===== src/rtl/alu_seq_pkg.sv =====
// Shared mode codes and flag bit positions for the sequential ALU.
// Imported by alu_seq and alu_mul.
package alu_seq_pkg;

  typedef enum logic [3:0] {
    ALU_ADD = 4'd0,
    ALU_SUB = 4'd1,
    ALU_INC = 4'd2,
    ALU_DEC = 4'd3,
    ALU_AND = 4'd4,
    ALU_OR  = 4'd5,
    ALU_XOR = 4'd6,
    ALU_ADC = 4'd7,
    ALU_SBC = 4'd8,
    ALU_NOT = 4'd9,
    ALU_SHL = 4'd10,
    ALU_SHR = 4'd11,
    ALU_ROL = 4'd12,
    ALU_ROR = 4'd13,
    ALU_CMP = 4'd14,
    ALU_MUL = 4'd15
  } alu_mode_e;

  localparam int FLAG_Z = 0;
  localparam int FLAG_C = 1;
  localparam int FLAG_N = 2;
  localparam int FLAG_V = 3;
  localparam int NFLAGS = 4;

endpackage


===== src/rtl/alu_mul.sv =====
// N-iteration shift-add unsigned multiplier.
// done/product describe the final step, captured by the parent at that edge.
module alu_mul
  import alu_seq_pkg::*;
#(
  parameter int N = 8
) (
  input  logic           clk,
  input  logic           reset_n,
  input  logic           start,
  input  logic [N-1:0]   a,
  input  logic [N-1:0]   b,
  output logic           busy,
  output logic           done,
  output logic [2*N-1:0] product
);

  localparam int CW = $clog2(N);

  logic [N-1:0]  a_q;
  logic [N-1:0]  hi_q;
  logic [N-1:0]  lo_q;
  logic [CW-1:0] cnt_q;
  logic          busy_q;
  logic [N:0]    sum;

  assign sum = {1'b0, hi_q} + {1'b0, (lo_q[0] ? a_q : '0)};
  assign done = busy_q && (cnt_q == CW'(N - 1));
  assign product = {sum, lo_q[N-1:1]};
  assign busy = busy_q;

  always_ff @(posedge clk) begin
    if (!reset_n) begin
      a_q    <= '0;
      hi_q   <= '0;
      lo_q   <= '0;
      cnt_q  <= '0;
      busy_q <= 1'b0;
    end else if (busy_q) begin
      {hi_q, lo_q} <= {sum, lo_q[N-1:1]};
      cnt_q <= cnt_q + 1'b1;
      if (done) busy_q <= 1'b0;
    end else if (start) begin
      a_q    <= a;
      hi_q   <= '0;
      lo_q   <= b;
      cnt_q  <= '0;
      busy_q <= 1'b1;
    end
  end

endmodule


===== src/rtl/alu_seq.sv =====
// Registered N-bit ALU with full flag set and optional
// multi-cycle multiply behind a busy/done handshake.
module alu_seq
  import alu_seq_pkg::*;
#(
  parameter int N      = 8,
  parameter bit MUL_EN = 1'b1
) (
  input  logic         clk,
  input  logic         reset_n,
  input  logic         enable,
  input  logic [3:0]   mode,
  input  logic [N-1:0] in_a,
  input  logic [N-1:0] in_b,
  output logic [N-1:0] out,
  output logic [N-1:0] out_hi,
  output logic         busy,
  output logic         done,
  output logic         flag_zero,
  output logic         flag_carry,
  output logic         flag_neg,
  output logic         flag_ovf
);

  logic [N-1:0]      out_q, out_d;
  logic [N-1:0]      hi_q, hi_d;
  logic [NFLAGS-1:0] flg_q, flg_d;
  logic              done_q, done_d;
  logic              accept;
  logic              mul_busy, mul_done;
  logic [2*N-1:0]    mul_prod;

  assign accept = enable && !mul_busy;

  if (MUL_EN) begin : g_mul
    alu_mul #(.N(N)) u_mul (
      .clk     (clk),
      .reset_n (reset_n),
      .start   (accept && (mode == ALU_MUL)),
      .a       (in_a),
      .b       (in_b),
      .busy    (mul_busy),
      .done    (mul_done),
      .product (mul_prod)
    );
  end else begin : g_nomul
    assign mul_busy = 1'b0;
    assign mul_done = 1'b0;
    assign mul_prod = '0;
  end

  logic [N:0] a1, b1, r;
  logic       cin, c, v, wr, upd;

  always_comb begin
    out_d  = out_q;
    hi_d   = hi_q;
    flg_d  = flg_q;
    done_d = 1'b0;
    a1     = {1'b0, in_a};
    b1     = {1'b0, in_b};
    cin    = flg_q[FLAG_C];
    r      = '0;
    c      = 1'b0;
    v      = 1'b0;
    wr     = 1'b1;
    upd    = 1'b1;
    if (mul_done) begin
      out_d         = mul_prod[N-1:0];
      hi_d          = mul_prod[2*N-1:N];
      flg_d[FLAG_Z] = (mul_prod == '0);
      flg_d[FLAG_C] = |mul_prod[2*N-1:N];
      flg_d[FLAG_N] = mul_prod[2*N-1];
      flg_d[FLAG_V] = 1'b0;
      done_d        = 1'b1;
    end else if (accept) begin
      done_d = 1'b1;
      unique case (alu_mode_e'(mode))
        ALU_ADD, ALU_ADC: begin
          r = a1 + b1 + {{N{1'b0}}, (mode == ALU_ADC) & cin};
          c = r[N];
          v = ~(in_a[N-1] ^ in_b[N-1]) & (r[N-1] ^ in_a[N-1]);
        end
        ALU_SUB, ALU_SBC, ALU_CMP: begin
          r  = a1 - b1 - {{N{1'b0}}, (mode == ALU_SBC) & cin};
          c  = r[N];
          v  = (in_a[N-1] ^ in_b[N-1]) & (r[N-1] ^ in_a[N-1]);
          wr = (mode != ALU_CMP);
        end
        ALU_INC: begin
          r = a1 + 1'b1;
          c = r[N];
          v = ~in_a[N-1] & r[N-1];
        end
        ALU_DEC: begin
          r = a1 - 1'b1;
          c = r[N];
          v = in_a[N-1] & ~r[N-1];
        end
        ALU_AND: r = a1 & b1;
        ALU_OR:  r = a1 | b1;
        ALU_XOR: r = a1 ^ b1;
        ALU_NOT: r = {1'b0, ~in_a};
        ALU_SHL: begin
          r = {1'b0, in_a[N-2:0], 1'b0};
          c = in_a[N-1];
        end
        ALU_SHR: begin
          r = {2'b00, in_a[N-1:1]};
          c = in_a[0];
        end
        ALU_ROL: begin
          r = {1'b0, in_a[N-2:0], in_a[N-1]};
          c = in_a[N-1];
        end
        ALU_ROR: begin
          r = {1'b0, in_a[0], in_a[N-1:1]};
          c = in_a[0];
        end
        ALU_MUL: begin
          // with the multiplier present, results arrive via mul_done
          wr     = 1'b0;
          upd    = 1'b0;
          done_d = !MUL_EN;
        end
      endcase
      if (upd) begin
        flg_d[FLAG_Z] = (r[N-1:0] == '0);
        flg_d[FLAG_C] = c;
        flg_d[FLAG_N] = r[N-1];
        flg_d[FLAG_V] = v;
      end
      if (wr) begin
        out_d = r[N-1:0];
        hi_d  = '0;
      end
    end
  end

  always_ff @(posedge clk) begin
    if (!reset_n) begin
      out_q  <= '0;
      hi_q   <= '0;
      flg_q  <= '0;
      done_q <= 1'b0;
    end else begin
      out_q  <= out_d;
      hi_q   <= hi_d;
      flg_q  <= flg_d;
      done_q <= done_d;
    end
  end

  assign out        = out_q;
  assign out_hi     = hi_q;
  assign busy       = mul_busy;
  assign done       = done_q;
  assign flag_zero  = flg_q[FLAG_Z];
  assign flag_carry = flg_q[FLAG_C];
  assign flag_neg   = flg_q[FLAG_N];
  assign flag_ovf   = flg_q[FLAG_V];

endmodule


===== config.mk =====
export PLATFORM = sky130hd
export DESIGN_NAME = alu_seq
export DESIGN_NICKNAME = d
export VERILOG_FILES = /design/src/rtl/alu_seq_pkg.sv /design/src/rtl/alu_mul.sv /design/src/rtl/alu_seq.sv
export SDC_FILE = /design/constraint.sdc
export NUM_CORES = 1
export LEC_CHECK = 0
export CORE_MARGIN = 2
export CORE_UTILIZATION = 63
export DETAILED_ROUTE_END_ITERATION = 12
export PLACE_DENSITY = 0.9
export SETUP_SLACK_MARGIN = 0.02
export SYNTH_ARGS = -nofsm -noshare
export SYNTH_HDL_FRONTEND = slang
export SYNTH_SLANG_ARGS = --single-unit

===== constraint.sdc =====
create_clock -name clk -period 6.1 [get_ports clk]
set_input_delay 1.525 -clock clk [delete_from_list [all_inputs] [get_ports clk]]
set_output_delay 1.525 -clock clk [all_outputs]
set_load 0.01 [all_outputs]

# == After elaboration in Yosys (flattened, before gate mapping) ==
# Cells that the tools add are included.
# op_classes
addsub,8
eq_ne,17
n_mux,32
bitwise_logic,18
reduce_logical,21
# ops
op,count
2-to-1 mux 8 bit,13
one-hot mux 8 bit (12 select lines),1
== test 4 bit (second input constant),8
adder 8 x 8 -> 9 bit,2
== test 4 x 3 -> 1 bit (second input constant),4
logical NOT 16 bit,1
2-to-1 mux 3 bit,5
2-to-1 mux 1 bit,10
adder 8 x 1 -> 9 bit (second input constant),1
adder 9 x 1 -> 9 bit,1
subtractor 8 x 1 -> 9 bit (second input constant),1
subtractor 8 x 8 -> 9 bit,1
subtractor 9 x 1 -> 9 bit,1
bitwise AND 8 bit,1
== test 4 x 2 -> 1 bit (second input constant),2
logical NOT 8 bit,1
NOT 8 bit,1
bitwise OR 8 bit,1
AND reduction 2 bit,4
nonzero test 2 bit,4
OR reduction 2 bit,4
OR reduction 8 bit,1
XOR 8 bit,1
bitwise AND 1 bit,6
13 further kinds,21
# word_totals
reg_bits,49
input_bits,23
word_cells,106

# == Logic depth before layout (Yosys ltp) ==
# Gate-level depths: netlist of run 1.
# logic_depth
ltp_word,10
depth_mapped,15
mapped_depth_nobuf,12

# == Modules after synthesis ==
# A second synthesis of run 1 with hierarchy kept.
# unflattened
hier_cells,593
hier_area_um2,4797.1
# modules_own_cells
mod,n_inst,cells_per_inst,area_per_inst_um2,seq_area_each_um2
alu_seq,1,411,3194.3,420.4
alu_mul,1,182,1602.8,560.5

# == Worst setup path after synthesis of run 1 ==
# Ideal clock, no wire load.
# synth_timing
path_kind,input-to-reg
startpoint,in mode[0]
endpoint,reg flg_q[0]
setup_time_ps,59
arrival_ps,4441
required_ps,6041
setup_slack_ps,1600
path_stages,14
path_buffers,3
path_cell_list,buf_2 -> buf_4 -> buf_2 -> nor2_1 -> nand3_1 -> fa_1 -> fa_1 -> o21ai_0 -> nor2b_1 -> xnor2_1 -> a221o_1 -> a211o_1 -> nor4_1 -> a22o_1
# synth_via
elab_chain_cells,10
# synth_rtl
element,line_no,text
"start, declared",alu_seq.sv:12,"input logic [3:0] mode,"
== test 4 bit / == test 4 x 3 -> 1 bit (equally long branches),"alu_seq.sv:78, alu_seq.sv:85, alu_seq.sv:80",
"bitwise AND 1 bit, on equally long branches","alu_seq.sv:85, alu_seq.sv:80",
subtractor 9 x 1 -> 9 bit / adder 9 x 1 -> 9 bit (equally long branches),"alu_seq.sv:85, alu_seq.sv:80",
one-hot mux 8 bit (12 select lines),alu_seq.sv:78,unique case (alu_mode_e'(mode))
2-to-1 mux 8 bit,alu_seq.sv:76,end else if (accept) begin
2-to-1 mux 8 bit,alu_seq.sv:68,if (mul_done) begin
logical NOT 8 bit,alu_seq.sv:128,flg_d[FLAG_Z] = (r[N-1:0] == '0);
2-to-1 mux 3 bit,alu_seq.sv:127,if (upd) begin
2-to-1 mux 3 bit,alu_seq.sv:76,
2-to-1 mux 3 bit,alu_seq.sv:68,
"end signal, assigned",alu_seq.sv:149,flg_q <= flg_d;
"end, declared",alu_seq.sv:27,"logic [NFLAGS-1:0] flg_q, flg_d;"
# Parallel ways exist; a longest one is shown, timed or not. The select of a mux whose other input is x is not followed.
# A chain may end at the register's enable or synchronous reset.

# == Worst setup path after layout of run 1 ==
# layout_timing
startpoint,in mode[3]
endpoint,reg flg_q[0]
# Same word-level chain as after synthesis.

==> results of run 1 <==
## through the flow
step | setup slack [ns] | instances | power [W] | util [%]
2_1_floorplan | 1.600 | 579 | 0.0005149 | -
3_3_place_gp | 0.9568 | 694 | 0.0005974 | 71.97
3_5_place_dp | 0.9028 | 694 | 0.0006005 | 71.97
4_1_cts | 1.216 | 702 | 0.0007913 | 73.31
5_1_grt | 0.9692 | 702 | 0.0008329 | 73.31
6_report | 1.167 | 702 | 0.0007996 | 73.31
## worst reg2reg max path, stage by stage, from the launching register on
cell and delay [ns]:
dfxtp_1 0.44, nand3_1 0.12, fa_1 0.43, fa_1 0.41, o21ai_0 0.23, nor2b_1 0.20
xnor2_1 0.08, a221o_1 0.34, a211o_1 0.30, nor4_1 0.29, a22o_1 0.18
## synth_stat cells, types with 11 or more instances
library cell	n
nand2_1	69
o21ai_0	21
dfxtp_1	49
and2_1	13
nor2_1	41
a21oi_1	67
clkbuf_1	20
nand3b_1	13
nand3_1	17
a211oi_1	11
nor2b_1	13
inv_1	27
nand2b_1	12
xnor2_1	16
ha_1	44
## registers in the layout, indices dropped and copies added, names as in the netlist
| name | flops |
|---|---|
| g_mul.u_mul.lo_q | 8 |
| g_mul.u_mul.a_q | 8 |
| out_hi | 8 |
| done | 1 |
| g_mul.u_mul.busy | 1 |
| g_mul.u_mul.hi_q | 8 |
| flg_q | 4 |
| g_mul.u_mul.cnt_q | 3 |
| out | 8 |
## cells by family after synthesis
kind of cell | synth area share (%)
AO/OA/AOI/OAI | 25.04
flip-flops | 22.23
buffers and inverters | 5.899
XOR/XNOR | 5.048
adder cells (fa/ha/maj) | 14.75
multiplexers | 2.581
AND/OR/NAND/NOR | 24.45
## final timing paths
path	slack, ns	depth (start not counted)	to	start
min reg2reg	0.46	2	g_mul.u_mul.a_q[2]	g_mul.u_mul.a_q[2]
min	0.46	2	g_mul.u_mul.a_q[2]	g_mul.u_mul.a_q[2]
max	1.17	13	flg_q[0]	mode[3]
max reg2reg	3.01	10	flg_q[0]	flg_q[1]
## cell type report
| class | count | area share, % |
|---|---|---|
| clock inverter | 3 | 0.4521 |
| sequential | 49 | 19.69 |
| clock buffer | 5 | 1.382 |
| multi-input combinational | 468 | 63.75 |
| timing repair buffer | 53 | 10.20 |
| tap | 96 | 2.411 |
| inverter | 28 | 2.110 |
## power by group
part           internal [W]  switching (W)  leakage [nW]  total, W
registers          0.000329     0.00000667         0.397  0.000335
logic              0.000113       0.000155          1.50  0.000268
clock network     0.0000806       0.000115        0.0364  0.000196
total              0.000522       0.000277          1.93  0.000800
## metal layers
metal	vias up	global-route usage (%)
met4	0	11.33
met5	-	0
met3	39	8.011
met1	2124	48.98
met2	283	54.20
li1	2145	-
==> flow_metrics.env, run 1 <==
export IMPL_ir_drop_v=0.0001272
export IMPL_tightest_slew_ns=1.161
export IMPL_numCtsBuffers=5
export IMPL_synth_top_area_share_pct=22.23
export IMPL_num_fill_cells=545
export IMPL_p_per_area_nw_per_um2=160.5
export IMPL_clockBufferDepth=2
export IMPL_area_growth_pct=12.90
export IMPL_grt_max_degree=45
export IMPL_setup_tns_ns=0
export IMPL_initial_core_util_pct=64.94
export IMPL_cp_arrival_ns=5.19
export IMPL_worst_clock_skew_ns=0.004382
export IMPL_synth_edff_count=0
export IMPL_startpoint_type="primary input"
export IMPL_setup_viol=0
export IMPL_wl_met3_um=1418
export IMPL_grt_overflow=0
export IMPL_cp_required_ns=6.36
export IMPL_ys_seq_elements=49
export IMPL_crit_family="compound AO/OA/AOI/OAI gates"
export IMPL_slew_headroom_pct=22.25
export IMPL_drt_iter0_markers=428
export IMPL_num_vias=4591
export IMPL_power_leakage_nw=1.930
export IMPL_cts_hold_buf=0
export IMPL_layout_common_cells="nand2_1, a21oi_1, dfxtp_1"
export IMPL_die_x_um=87.68
export IMPL_viasPerCell=6.540
export IMPL_fin_area_um2=4981
export IMPL_place_gp_congestion=0.9631
export IMPL_placed_area_um2=4890
export IMPL_dieArea_um2=7688
export IMPL_htreeDepth=2
export IMPL_dr_pass1_iters=6
export IMPL_highest_layer="met4"
export IMPL_path_class="primary input to flop"
export IMPL_synth_flop_cell="dfxtp_1"
export IMPL_grt_usage_pct=35.19
export IMPL_route_detailed_wl_per_inst_um=19.04
export IMPL_n_antenna_cell=0
export IMPL_root_buffer="clkbuf_8"
export IMPL_syn_nets=651
export IMPL_dr_wl_met2_um=5898
export IMPL_mostFrequentLayoutCell="nand2_1"
export IMPL_yosys_warnings=0
export IMPL_first_global_vias=4145
export IMPL_syn_inst=579
export IMPL_period_share_pct=80.86
export IMPL_synth_largest_area_cell="dfxtp_1"
export IMPL_tritoncts="built"
export IMPL_cp_num_buf_inv=2
export IMPL_synth_seq_area_share_pct=22.23
export IMPL_rsz0062_at_grt="false"
export IMPL_async_reset_ff_share_pct=0
export IMPL_ios=45
export IMPL_maxCapViolations=0
export IMPL_outcome="completed"
export IMPL_min_period_ns=4.933
export IMPL_hold_path_class="flop to flop"
export IMPL_clkTransAtPathRegs_ns=0.09
export IMPL_antenna_found_initial=0
export IMPL_num_rows=30
export IMPL_die_h_um=87.68
export IMPL_drt_total_wl_um=13370
export IMPL_register_area_um2=980.9
export IMPL_fin_worst_hold_slack_ns=0.4561
export IMPL_cp_slowest_cell="clkdlybuf4s50_1"
export IMPL_fp_coreArea_um2=6794
export IMPL_place_hpwl_um=10060
export IMPL_ant_nets=0
export IMPL_finalNetCount=677
export IMPL_port_buffers=44
export IMPL_ctsResizeCount=0
export IMPL_setup_worst_path_end_class="flop"
export IMPL_multi_input_area_um2=3176
export IMPL_max_freq_ghz=0.2027
export IMPL_synth_area_leaders="dfxtp_1, ha_1, a21oi_1"
export IMPL_clk_latency_ns=0.31
export IMPL_critPathMaxFanout=18
export IMPL_syn_area_per_cell_um2=7.620
export IMPL_drive_gt1_share_pct=4.455
export IMPL_syn_cell_area_um2=4412
export IMPL_cts_setup_buffers=0
export IMPL_clock_sinks=49
export IMPL_path_cells="clkdlybuf4s50_1, buf_4, nor2b_1, nand3_1, fa_1, fa_1, o21ai_0, nor2b_1, xnor2_1, a221o_1, a211o_1, nor4_1, a22o_1"
export IMPL_drc=0
export IMPL_final_max_slew_viol_count=0
export IMPL_hold_viol=0
export IMPL_synth_distinct_cells=66
export IMPL_grt_pass1_wl_um=20980
export IMPL_wl_met1_um=5662
export IMPL_slowest_delay_ns=0.45
Note: power is estimated with default switching activity, not from simulation.
==> run 2, diff against run 1 <==
Settings changed: CORE_UTILIZATION 63 to 58, PLACE_DENSITY 0.9 to 0.84.
Clock period 6.1 ns to 5 ns, I/O delays scaled along.
==> run 2 against run 1 <==
Compared with the run above: die area rose by 8.2%; utilization fell by 3.8 points; register-to-register slack got worse by 1.2 ns; flip-flop and latch count did not move; via count rose by 1.6%; sequential share of layout area fell by 0.34 points; setup slack got worse by 0.53 ns; critical path depth fell by 1; critical endpoint unchanged; largest power group unchanged.
==> flow_metrics.env, run 2 (synthesis gave the netlist of run 1 again) <==
export IMPL_instances_no_fill=713
export IMPL_die_x_um=91.22
export IMPL_setup_worst_path_end_class="flop"
export IMPL_drive_gt1_share_pct=5.700
export IMPL_place_hpwl_um=10490
export IMPL_final_max_slew_viol_count=0
export IMPL_dpl_cell_count=705
export IMPL_dr_pass1_iters=7
export IMPL_clk_latency_ns=0.31
export IMPL_n_antenna_cell=0
export IMPL_hold_depth=2
export IMPL_ff2ff_path_depth=11
export IMPL_p_int_w=0.0006925
export IMPL_drt_iter0_markers=531
export IMPL_hold_path_class="flop to flop"
export IMPL_layout_common_cells="nand2_1, a21oi_1, dfxtp_1"
export IMPL_ant_nets=0
export IMPL_viasPerCell=6.540
export IMPL_path_class="primary input to flop"
export IMPL_die_h_um=91.22
export IMPL_clkTransAtPathRegs_ns=0.10
export IMPL_cp_required_ns=5.26
export IMPL_comb_power_share_pct=32.2
export IMPL_grt_max_degree=43
export IMPL_place_gp_congestion=1.025
export IMPL_dieArea_um2=8320
export IMPL_first_global_vias=4303
export IMPL_ir_drop_v=0.0001652
export IMPL_area_growth_pct=14.89
export IMPL_outcome="completed"
export IMPL_root_buffer="clkbuf_8"
export IMPL_drc=0
export IMPL_pwr_share_seq_pct=39.5
export IMPL_setup_tns_ns=0
export IMPL_p_sw_share_pct=33.08
export IMPL_num_rows=31
export IMPL_worst_clock_skew_ns=0.01318
export IMPL_initial_core_util_pct=60.50
export IMPL_port_buffers=44
export IMPL_grt_pass1_wl_um=22110
export IMPL_dp_slack_ns=0.4113
export IMPL_critPathMaxFanout=23
export IMPL_tightest_slew_ns=0.8338
export IMPL_max_freq_ghz=0.2290
export IMPL_htreeDepth=2
export IMPL_finalNetCount=685
export IMPL_hold_viol=0
export IMPL_p_per_area_nw_per_um2=204.2
export IMPL_hp_start="g_mul.u_mul.a_q[7]"
export IMPL_tritoncts="built"
export IMPL_setup_viol=0
export IMPL_slew_headroom_pct=44.42
export IMPL_rsz0062_at_grt="false"
export IMPL_clock_sinks=49
export IMPL_power_leakage_nw=1.988
export IMPL_min_period_ns=4.367
export IMPL_critical_path_startpoint="mode[1]"
export IMPL_r2r_start="flg_q[1]"
export IMPL_p_total_w=0.001035
export IMPL_cts_setup_buffers=0
export IMPL_num_vias=4663
export IMPL_clockBufferDepth=2
export IMPL_startpoint_type="primary input"
export IMPL_numCtsBuffers=5
export IMPL_ios=45
export IMPL_setup_slack_ns=0.6330
export IMPL_antenna_found_initial=0
export IMPL_grt_overflow=0
export IMPL_p_sw_w=0.0003424
export IMPL_drt_total_wl_um=13680
export IMPL_cp_arrival_ns=4.63
export IMPL_maxCapViolations=0
export IMPL_mostFrequentLayoutCell="nand2_1"
export IMPL_ctsResizeCount=0
export IMPL_fp_coreArea_um2=7292
export IMPL_cts_hold_buf=0
export IMPL_p_clk_share_pct=28.3
export IMPL_period_share_pct=87.34
export IMPL_grt_usage_pct=32.84
export IMPL_route_detailed_wl_per_inst_um=19.18
==> run 2: changes by cell type in the layout (fill, tap and decap cells not counted), sizes merged <==
cell and change:
clkinv +1, bufinv +1, buf +8, clkinvlp -2
==> run 2: routing by layer <==
metal	global-route usage [%]	share of wire [%]	up-vias
met4	11.11	3.2	0
met5	0	0	-
met1	48.60	45	2211
met2	47.47	42	256
li1	-	-	2157
met3	6.390	10	39
==> run 2: critical path: stages <==
cell and delay (ns):
clkdlybuf4s50_1 0.48, buf_4 0.30, nand4_1 0.17, fa_1 0.46
fa_1 0.43, nand3b_1 0.20, a21oi_1 0.19, o21ai_0 0.14
nand2b_1 0.10, o221ai_1 0.13, a2111oi_0 0.54, a22o_1 0.22
==> run 2: final timing paths <==
check | end | slack, ns
setup / recovery | flg_q[0] | 0.63
hold / removal | g_mul.u_mul.a_q[7] | 0.46
setup reg to reg | flg_q[0] | 1.79
hold reg to reg | g_mul.u_mul.a_q[7] | 0.46
==> run 2: final cells by class <==
cell class | instances | area (um^2)
inverters | 28 | 105.1
flip-flops and latches | 49 | 980.9
clock buffers | 5 | 68.82
multi-input cells | 468 | 3176
repair buffers | 61 | 568.0
clock inverters | 3 | 46.29
well taps | 99 | 123.9
fillers | 644 | 2223
==> run 2: through the flow <==
stage	cell area (um^2)	hold slack, ns	utilization, %
4_1_cts	5069	0.4596	69.51
3_5_place_dp	4954	0.4463	67.93
3_3_place_gp	4954	0.4420	67.93
5_1_grt	5069	0.4755	69.51
6_report	5069	0.4609	69.51
2_1_floorplan	4412	0.4317	-
==> run 2: power groups by stage <==
stage / Clock, W / Sequential (W) / Combinational, W
floorplan: 0 / 0.000420 / 0.000209
global placement: 0 / 0.000417 / 0.000318
detailed placement: 0 / 0.000418 / 0.000322
CTS: 0.000290 / 0.000409 / 0.000324
global route: 0.000306 / 0.000410 / 0.000359
finish: 0.000293 / 0.000409 / 0.000333
==> run 3, diff against run 2 <==
Settings changed: SETUP_SLACK_MARGIN 0.02 to 0.15.
==> results of run 3 <==
The final DEF is identical to that of run 2; final timing and power are the same.
